File: src/rtl/packetizer_ta_mf.sv
// ---------------------------------------------------------------------------
// packetizer_ta_mf
//
// Purpose:
//   Appends a tag to a data word, forming the payload P = {tag, data}, and
//   streams P out as NUM_FLITS NoC flits under valid/ready flow control.
//   Every flit carries {valid, head, tail, vc}. The head flit also carries
//   the destination. Payload bits are packed LSB-first: the head flit holds
//   P[HEAD_PAY-1:0], and each body flit holds the next BODY_PAY bits.
//   Unused bits in the last flit are zero. One packet is buffered. A new
//   packet may be accepted in the same cycle as the tail handshake, so
//   packets leave back-to-back.
//
// Ports:
//   clk        in   rising-edge clock
//   rst_n      in   asynchronous active-low reset
//   data_in    in   WIDTH_IN data word
//   valid_in   in   input valid
//   dst_in     in   ADDRESS_WIDTH destination router address
//   vc_in      in   VC_ADDRESS_WIDTH virtual channel
//   tag_in     in   WIDTH_TAG tag (ignored when the tag generator is built)
//   ready_out  out  input ready (combinational from ready_in on the tail flit)
//   data_out   out  WIDTH_OUT flit (zero when valid_out is low)
//   valid_out  out  flit valid
//   ready_in   in   fabric ready
//
// Build option:
//   PACKETIZER_TAG_GEN_EN - when defined, an internal WIDTH_TAG-bit counter
//   supplies the tag. It starts at 0 after reset and advances on every
//   accepted input.
// ---------------------------------------------------------------------------
module packetizer_ta_mf #(
  parameter int ADDRESS_WIDTH    = 4,
  parameter int VC_ADDRESS_WIDTH = 1,
  parameter int WIDTH_IN         = 64,
  parameter int WIDTH_TAG        = 8,
  parameter int WIDTH_OUT        = 36,
  parameter int NUM_FLITS        = 3
) (
  input  logic                        clk,
  input  logic                        rst_n,
  input  logic [WIDTH_IN-1:0]         data_in,
  input  logic                        valid_in,
  input  logic [ADDRESS_WIDTH-1:0]    dst_in,
  input  logic [VC_ADDRESS_WIDTH-1:0] vc_in,
  input  logic [WIDTH_TAG-1:0]        tag_in,
  output logic                        ready_out,
  output logic [WIDTH_OUT-1:0]        data_out,
  output logic                        valid_out,
  input  logic                        ready_in
);

  localparam int PAY_W    = WIDTH_IN + WIDTH_TAG;
  localparam int HEAD_PAY = WIDTH_OUT - 3 - VC_ADDRESS_WIDTH - ADDRESS_WIDTH;
  localparam int BODY_PAY = WIDTH_OUT - 3 - VC_ADDRESS_WIDTH;
  localparam int CAP_W    = HEAD_PAY + (NUM_FLITS - 1) * BODY_PAY;
  localparam int IDX_W    = (NUM_FLITS > 1) ? $clog2(NUM_FLITS) : 1;
  localparam int VC_MSB   = WIDTH_OUT - 4;
  localparam int DST_MSB  = WIDTH_OUT - 4 - VC_ADDRESS_WIDTH;

  localparam logic [IDX_W-1:0] LAST_IDX = IDX_W'(NUM_FLITS - 1);

  localparam logic [0:0] ST_IDLE = 1'b0;
  localparam logic [0:0] ST_SEND = 1'b1;

  // Reject configurations whose flits cannot hold the whole payload
  if ((NUM_FLITS < 1) || (NUM_FLITS > 8)) begin : g_bad_num_flits
    $fatal(1, "packetizer_ta_mf: NUM_FLITS must be within 1..8");
  end
  if (CAP_W < PAY_W) begin : g_bad_capacity
    $fatal(1, "packetizer_ta_mf: flits too small for tag+data payload");
  end

  logic [0:0]                  state_q, state_d;
  logic [IDX_W-1:0]            idx_q, idx_d;
  logic [PAY_W-1:0]            pay_q, pay_d;
  logic [ADDRESS_WIDTH-1:0]    dst_q, dst_d;
  logic [VC_ADDRESS_WIDTH-1:0] vc_q, vc_d;

  logic                        busy_s;
  logic                        last_s;
  logic                        ready_s;
  logic                        accept_s;
  logic [WIDTH_TAG-1:0]        tag_s;
  logic [CAP_W-1:0]            pay_ext_s;
  logic [BODY_PAY-1:0]         body_pay_s;
  logic [WIDTH_OUT-1:0]        flit_s;

  assign busy_s   = (state_q == ST_SEND);
  assign last_s   = (idx_q == LAST_IDX);
  // The tail handshake frees the buffer in the same cycle, so a new packet
  // can be taken without a bubble.
  assign ready_s  = ~busy_s | (last_s & ready_in);
  assign accept_s = valid_in & ready_s;

`ifdef PACKETIZER_TAG_GEN_EN
  logic [WIDTH_TAG-1:0] tag_cnt_q, tag_cnt_d;
  logic                 unused_tag_s;

  assign unused_tag_s = ^tag_in;
  assign tag_s        = tag_cnt_q;

  // Tag counter next state: advance once per accepted packet, wrap naturally
  always_comb begin
    if (accept_s) begin
      tag_cnt_d = tag_cnt_q + WIDTH_TAG'(1);
    end else begin
      tag_cnt_d = tag_cnt_q;
    end
  end

  // Tag counter register
  always_ff @(posedge clk or negedge rst_n) begin
    if (!rst_n) begin
      tag_cnt_q <= '0;
    end else begin
      tag_cnt_q <= tag_cnt_d;
    end
  end
`else
  assign tag_s = tag_in;
`endif

  // Packet/FSM next state: capture on accept, otherwise advance on ready_in
  always_comb begin
    state_d = state_q;
    idx_d   = idx_q;
    pay_d   = pay_q;
    dst_d   = dst_q;
    vc_d    = vc_q;
    if (accept_s) begin
      state_d = ST_SEND;
      idx_d   = '0;
      pay_d   = {tag_s, data_in};
      dst_d   = dst_in;
      vc_d    = vc_in;
    end else begin
      case (state_q)
        ST_IDLE: begin
          state_d = ST_IDLE;
        end
        ST_SEND: begin
          if (ready_in) begin
            if (last_s) begin
              state_d = ST_IDLE;
              idx_d   = '0;
            end else begin
              idx_d   = idx_q + IDX_W'(1);
            end
          end else begin
            idx_d = idx_q;
          end
        end
        default: begin
          state_d = ST_IDLE;
          idx_d   = '0;
        end
      endcase
    end
  end

  // Packet and FSM registers
  always_ff @(posedge clk or negedge rst_n) begin
    if (!rst_n) begin
      state_q <= ST_IDLE;
      idx_q   <= '0;
      pay_q   <= '0;
      dst_q   <= '0;
      vc_q    <= '0;
    end else begin
      state_q <= state_d;
      idx_q   <= idx_d;
      pay_q   <= pay_d;
      dst_q   <= dst_d;
      vc_q    <= vc_d;
    end
  end

  // Zero-extend the payload to the full flit capacity so the last flit pads with 0
  assign pay_ext_s = CAP_W'(pay_q);

  // Flit builder: decode purely from registered state, so the flit is stable
  // while ready_in is low
  always_comb begin
    flit_s     = '0;
    body_pay_s = '0;
    for (int k = 1; k < NUM_FLITS; k++) begin
      if (idx_q == IDX_W'(k)) begin
        body_pay_s = pay_ext_s[HEAD_PAY + (k - 1) * BODY_PAY +: BODY_PAY];
      end else begin
        body_pay_s = body_pay_s;
      end
    end
    if (busy_s) begin
      flit_s[WIDTH_OUT-1]               = 1'b1;
      flit_s[WIDTH_OUT-2]               = (idx_q == '0);
      flit_s[WIDTH_OUT-3]               = last_s;
      flit_s[VC_MSB -: VC_ADDRESS_WIDTH] = vc_q;
      if (idx_q == '0) begin
        flit_s[DST_MSB -: ADDRESS_WIDTH] = dst_q;
        flit_s[HEAD_PAY-1:0]             = pay_ext_s[HEAD_PAY-1:0];
      end else begin
        flit_s[BODY_PAY-1:0]             = body_pay_s;
      end
    end else begin
      flit_s = '0;
    end
  end

  assign data_out  = flit_s;
  assign valid_out = busy_s;
  assign ready_out = ready_s;

endmodule
File: config.mk
export PLATFORM = sky130hd
export DESIGN_NAME = packetizer_ta_mf
export DESIGN_NICKNAME = d
export VERILOG_FILES = /design/src/rtl/packetizer_ta_mf.sv
export SDC_FILE = /design/constraint.sdc
export NUM_CORES = 1
export LEC_CHECK = 0
export CAP_MARGIN = 15
export CORE_UTILIZATION = 50
export CTS_CLUSTER_DIAMETER = 150
export DETAILED_ROUTE_END_ITERATION = 10
export GPL_TIMING_DRIVEN = 0
export PLACE_DENSITY = 0.86
export REMOVE_ABC_BUFFERS = 1
export SLEW_MARGIN = 15
export SYNTH_ARGS = -nofsm -noshare
export SYNTH_HDL_FRONTEND = slang
export SYNTH_SLANG_ARGS = --single-unit
File: constraint.sdc
create_clock -name clk -period 3.8 [get_ports clk]
set_clock_uncertainty 0.05 [all_clocks]
set_input_delay 0.76 -clock clk [delete_from_list [all_inputs] [get_ports clk]]
set_output_delay 0.76 -clock clk [all_outputs]
set_load 0.1 [all_outputs]
==> results.md, run 1 <==
* Period minus WS final at 3620 ps
* N_diodes at 0
* Via/cell ratio at around 5.2
* Post-synth EDFFs at 0
* Starting Density at approximately 53%
* Max_slew headroom at 33.8%
* Drt wl/cell at approximately 16 um
* Area grow syn2layout at 37.0%
* Crit-path slowest cell: dlygate4sd2_1
* Seq cells post-synth at 80
* Endpoints failing setup at 0
* Num CTS Buffers at 9
* Drt total wl at between 7 and 8 mm
* Worst Tran Pin Value at ~1000 ps
* Netlist Area Pre-Place at approximately 3700 um^2
* Vias in the first global route at 2704
* CTS tree: built
* IO Count at approximately 120
* DR iter-0 viols at 35
* CTS H-tree depth at 3
* Top post-synthesis cells by count: dfrtp_1 (80), mux2_2 (47), mux2_1 (30)
* Critical setup path kind: register to output port
* Max FO, Critical Path at 19
* Rows at 30
* Crit. End Element: output port
* Synth async-reset ratio at 100%
* Ranking of synthesized cells by area: dfrtp_1 (55%), mux2_2 (14%), mux2_1 (9.2%)
* CP Launch Type: register
* Port bufs at between 100 and 150
* # fillers at roughly 500
* Status: complete, no violations
* Total track usage at approximately 22%
* Dominant cell type by area after synthesis: dfrtp_1
* RSZ-0062 raised after global routing: false
* Count leader, synth: dfrtp_1
* Synth warn at 0
* Fin. max-slew vios at 0
* First-pass GRT wire length at approximately 13 mm
* Initial antenna violation count at 0
* HP Class: input pin to asynchronous set/reset pin
* Syn_area_per_cell at approximately 14 um^2
* Max incr delay on CP at 870 ps
* Largest net degree at the start of global routing at 47
* Fin. Hold Viols at 0
* Fmax at between 200 and 300 MHz
* Postcts setup bufs at 0
* Final net count at roughly 460
* Final ANT Viol Nets at 0
* # clock sinks at 80
* Worst-path clk slew at roughly 80 ps
* Synth top area share at between 50 and 60%
* DIE HEIGHT at 87.5 um
* Core box area at about 6900 um^2
* Root buf cell: clkbuf_8
* Maxcap violations at 0
* Synth unique cells at 22
* CP arrival at about 2800 ps
* Fin util at 72.2%
* Layout cells sized above 1 at between 20 and 30%
* Buf/Inv on CP at 1
* Number of detailed-routing iterations run before antenna repair at 3
* Clk Latency, worst-skew pair at approximately 340 ps
* Number of remaining DRC errors at 0
* Die area at ~7700 um^2
* Worst EP required at approximately 3000 ps
* Sequential area share after synthesis at 54.7%
* Vias at between 2000 and 2500
* Placer Congestion at 0.686
* Top Family by Delay on Critical Path: buffers and inverters
* HPWL Detailed at between 5 and 6 mm
* Main synth FF type: dfrtp_1
* Maximum root-to-sink buffer count at 2
* Die W at 87.5 um
* Final worst path period share at ~95%
* Critical-path cell list: nor2b_2 -> nand2_1 -> a21boi_0 -> dlygate4sd2_1
* Post-Synthesis Cells at approximately 260
* Remaining global-route overflow at 0
[cells in the final DEF (no fill, tap or decap), types with 2 or more instances in the layout]
master | netlist | routed
a22o_1 | 20 | 20
clkinv_2 | 0 | 3
mux2i_1 | 13 | 13
buf_4 | 8 | 2
dlygate4sd2_1 | 0 | 13
mux2_2 | 47 | 47
clkbuf_8 | 0 | 10
nand2_1 | 14 | 14
a21boi_0 | 12 | 12
or2_2 | 12 | 12
nand2b_1 | 2 | 2
dfrtp_1 | 80 | 79
clkdlybuf4s50_1 | 0 | 83
mux2_1 | 30 | 30
o21ai_0 | 2 | 2
buf_16 | 0 | 4
clkbuf_2 | 0 | 21
and2_1 | 2 | 2
nor3b_1 | 3 | 2
[through the flow]
step / hold WS (ps) / worst slack [ps] / cells / cell area [um^2] / setup TNS [ps]
after CTS: 330 / 50.9 / 478 / 5090 / 0
final: 327 / 181 / 478 / 5010 / 0
after global routing: 352 / 1.92 / 478 / 5010 / 0
after floorplan: 408 / -3240 / 243 / 3510 / -79960
after detailed placement: 425 / -229 / 463 / 4940 / -5500
after global placement: 417 / -1590 / 457 / 4810 / -112080
[logic make-up after synthesis]
kind of cell / Yosys count / share of synthesized area (%)
AND/OR/NAND/NOR: 37 / 5.68
buffers and inverters: 20 / 4.10
AO/OA/AOI/OAI: 36 / 8.24
multiplexers: 90 / 27.3
flip-flops: 80 / 54.7
[cell type report]
type	count	area [um^2]	share of cell area (%)
repair buffers	124	1190	23.7
clock inverters	4	45.0	0.899
flip-flops and latches	80	2000	40.0
well taps	96	120	2.40
clock buffers	11	141	2.82
multi-input cells	163	1520	30.2
[sequential cells by signal (all words and copies together), names as in the netlist]
name / flops
dst_q: 4
valid_out: 1
pay_q: 72
vc_q: 1
idx_q: 2
[metal layers]
| metal | vias to the layer above | part of all wire [%] | track usage (%) | wire, um |
|---|---|---|---|---|
| li1 | 1162 | - | - | - |
| met4 | 0 | 1.4 | 8.35 | 112 |
| met1 | 1226 | 43 | 27.3 | 3350 |
| met3 | 12 | 9.4 | 8.58 | 741 |
| met2 | 94 | 46 | 36.3 | 3650 |
| met5 | - | 0 | 0 | 0 |
[final timing paths]
path                                  startpoint               endpoint  slack [ps]  cells past startpoint
min in group clk           pay_q[44]$_DFFE_PN0P_  pay_q[44]$_DFFE_PN0P_         440                      1
min                                        rst_n   pay_q[0]$_DFFE_PN0P_         330                      1
max reg2reg                 idx_q[0]$_DFFE_PN0P_  pay_q[23]$_DFFE_PN0P_        1420                      4
min reg2reg                pay_q[44]$_DFFE_PN0P_  pay_q[44]$_DFFE_PN0P_         440                      1
max in group asynchronous                  rst_n  pay_q[50]$_DFFE_PN0P_        2780                      2
max                         idx_q[1]$_DFFE_PN0P_            data_out[0]         180                      4
[timing repair]
item | in CTS | in global routing
hold buffers | 0 | 0
setup endpoints to repair | 34 | 21
gates resized for setup | 37 | 53
Power of run 1 is left out: the tool's default activity adds up to more than one toggle a clock period on the data nets, which glitch-free logic cannot reach.
==> run 2, diff against run 1 <==
CORE_MARGIN = 2   (was unset)
RECOVER_POWER = 50   (was unset)
==> results.md, run 2 (synthesis gave the netlist of run 1 again) <==
* Biggest registers after layout: pay_q (72), dst_q (4), idx_q (2) (unchanged)
* Largest Register: pay_q (unchanged)
* # fillers at 524 (was 499)
* DIE HEIGHT at 89.5 um (was 87.5 um)
* Hold buffer count at cts at 0 (unchanged)
* Worst EP required at 2990 ps (about the same)
* Status: complete, but fails checks (was complete, no violations)
* Vias at 2472 (was 2494)
* Vias in the first global route at 2715 (was 2704)
* Maxcap violations at 2 (was 0)
* Largest net degree at the start of global routing at 48 (was 47)
* Drt total wl at 8.00 mm (was 7.86 mm)
* Die area at 8020 um^2 (was 7660 um^2)
* IO Count at 119 (unchanged)
* Hold WS at 440 ps (was 327 ps)
* CTS tree: built (unchanged)
* Die W at 89.5 um (was 87.5 um)
* Placer Congestion at 0.698 (was 0.686)
* Commonest non-fill, non-tap cell in the layout: clkdlybuf4s50_1 (unchanged)
* Drt wl/cell at 16.6 um (was 16.4 um)
* Worst-path clk slew at 90 ps (was 80 ps)
* CP arrival at 2810 ps (about the same)
* Failing checks: capacitance limit, slew limit
* Area grow syn2layout at 37.1% (was 37.0%)
* RSZ-0062 raised after global routing: false (unchanged)
* Final Instance Count excl. Fillers at 482 (was 478)
* Worst Tran Pin Value at 1840 ps (was 997 ps)
* Fmax at 276 MHz (about the same)
* # clock sinks at 80 (unchanged)
* Setup TNS at 0 ps (unchanged)
* Max_slew headroom at -23.8% (was 33.8%)
* Fin. Hold Viols at 0 (unchanged)
* CTS H-tree depth at 3 (unchanged)
* HP Start: pay_q[39]$_DFFE_PN0P_
* Period minus WS final at 3620 ps (about the same)
* Fin. max-slew vios at 42 (was 0)
* HPWL Detailed at 5.58 mm (was 5.53 mm)
* Via/cell ratio at 5.13 (was 5.22)
* Num CTS Buffers at 9 (unchanged)
* Critical setup path kind: register to output port (unchanged)
* Final net count at 459 (unchanged)
* N_diodes at 0 (unchanged)
* Reg2reg start: idx_q[0]$_DFFE_PN0P_ (unchanged)
* Root buf cell: clkbuf_8 (unchanged)
* Endpoints failing setup at 0 (unchanged)
* Dpl cells at 466 (was 463)
* Critical path origin: valid_out$_DFF_PN0_ (was idx_q[1]$_DFFE_PN0P_)
* Crit. End Element: output port (unchanged)
* Layout cells sized above 1 at 30.0% (was 28.0%)
* HP Class: register to register (was input pin to asynchronous set/reset pin)
* Remaining global-route overflow at 0 (unchanged)
* Clk Latency, worst-skew pair at 340 ps (about the same)
* CP Launch Type: register (unchanged)
* Placed cell area at 4950 um^2 (was 4940 um^2)
* Port bufs at 118 (unchanged)
* Total track usage at 21.6% (was 22.4%)
* DR iter-0 viols at 42 (was 35)
* Final ANT Viol Nets at 0 (unchanged)
* Maximum root-to-sink buffer count at 2 (unchanged)
* Number of detailed-routing iterations run before antenna repair at 5 (was 3)
* Number of remaining DRC errors at 0 (unchanged)
* First-pass GRT wire length at 12.9 mm (about the same)
* Fin area at 5020 um^2 (was 5010 um^2)
* Largest register FFs at 72 (unchanged)
* Max FO, Critical Path at 24 (was 19)
* Final worst path period share at 95.3% (was 95.2%)
* Most frequent cells in the layout: clkdlybuf4s50_1 (82), dfrtp_1 (79), mux2_2 (47) (was clkdlybuf4s50_1 (83), dfrtp_1 (79), mux2_2 (47))
* Starting Density at 51.0% (was 52.7%)
* Core box area at 7180 um^2 (was 6940 um^2)
* Rows at 31 (was 30)
* Initial antenna violation count at 0 (unchanged)
==> run 2: final timing paths <==
check | cells after the start | to | slack, ps
min reg2reg | 1 | pay_q[39]$_DFFE_PN0P_ | 440
max | 3 | data_out[24] | 180
max in group asynchronous | 2 | idx_q[0]$_DFFE_PN0P_ | 880
max reg2reg | 5 | pay_q[14]$_DFFE_PN0P_ | 460
min in group asynchronous | 1 | pay_q[28]$_DFFE_PN0P_ | 800
min | 1 | pay_q[39]$_DFFE_PN0P_ | 440
==> run 2: what timing repair did <==
item / CTS / global route
buffers inserted: 0 / 0
endpoints found under the hold margin: 0 / 0
resized for setup: 53 / 54
endpoints found under the setup margin: 34 / 21
pin swaps: 0 / 0
==> run 2: cell type report <==
class	instances	area, um^2	area share [%]
Clock buffer	9	124	2.47
Multi-Input combinational cell	163	1500	30.0
Sequential cell	80	2000	39.9
Tap cell	99	124	2.47
Clock inverter	7	78.8	1.57
Timing Repair Buffer	124	1180	23.6
==> run 2: layer usage <==
layer  vias up  routed length [um]  GRT usage [%]
met5         -                   0              0
met4         0                 142           8.68
met3        12                 850           9.51
met2        99                3630           33.9
met1      1193                3380           26.1
li1       1168                   -              -
==> run 2: critical path: stages, from the launching register on <==
cell           delay (ps)
dfrtp_1               800
and3b_2               590
a22o_1                210
dlygate4sd2_1         860
==> run 2: metrics by stage <==
stage | util (%) | setup WS (ps)
after detailed placement | 69.0 | -186
final | 69.9 | 179
after global placement | 67.1 | -1560
after global routing | 69.9 | 62.1
after CTS | 71.5 | 11.5
after floorplan | - | -3240
Power of run 2 is left out for the same reason.
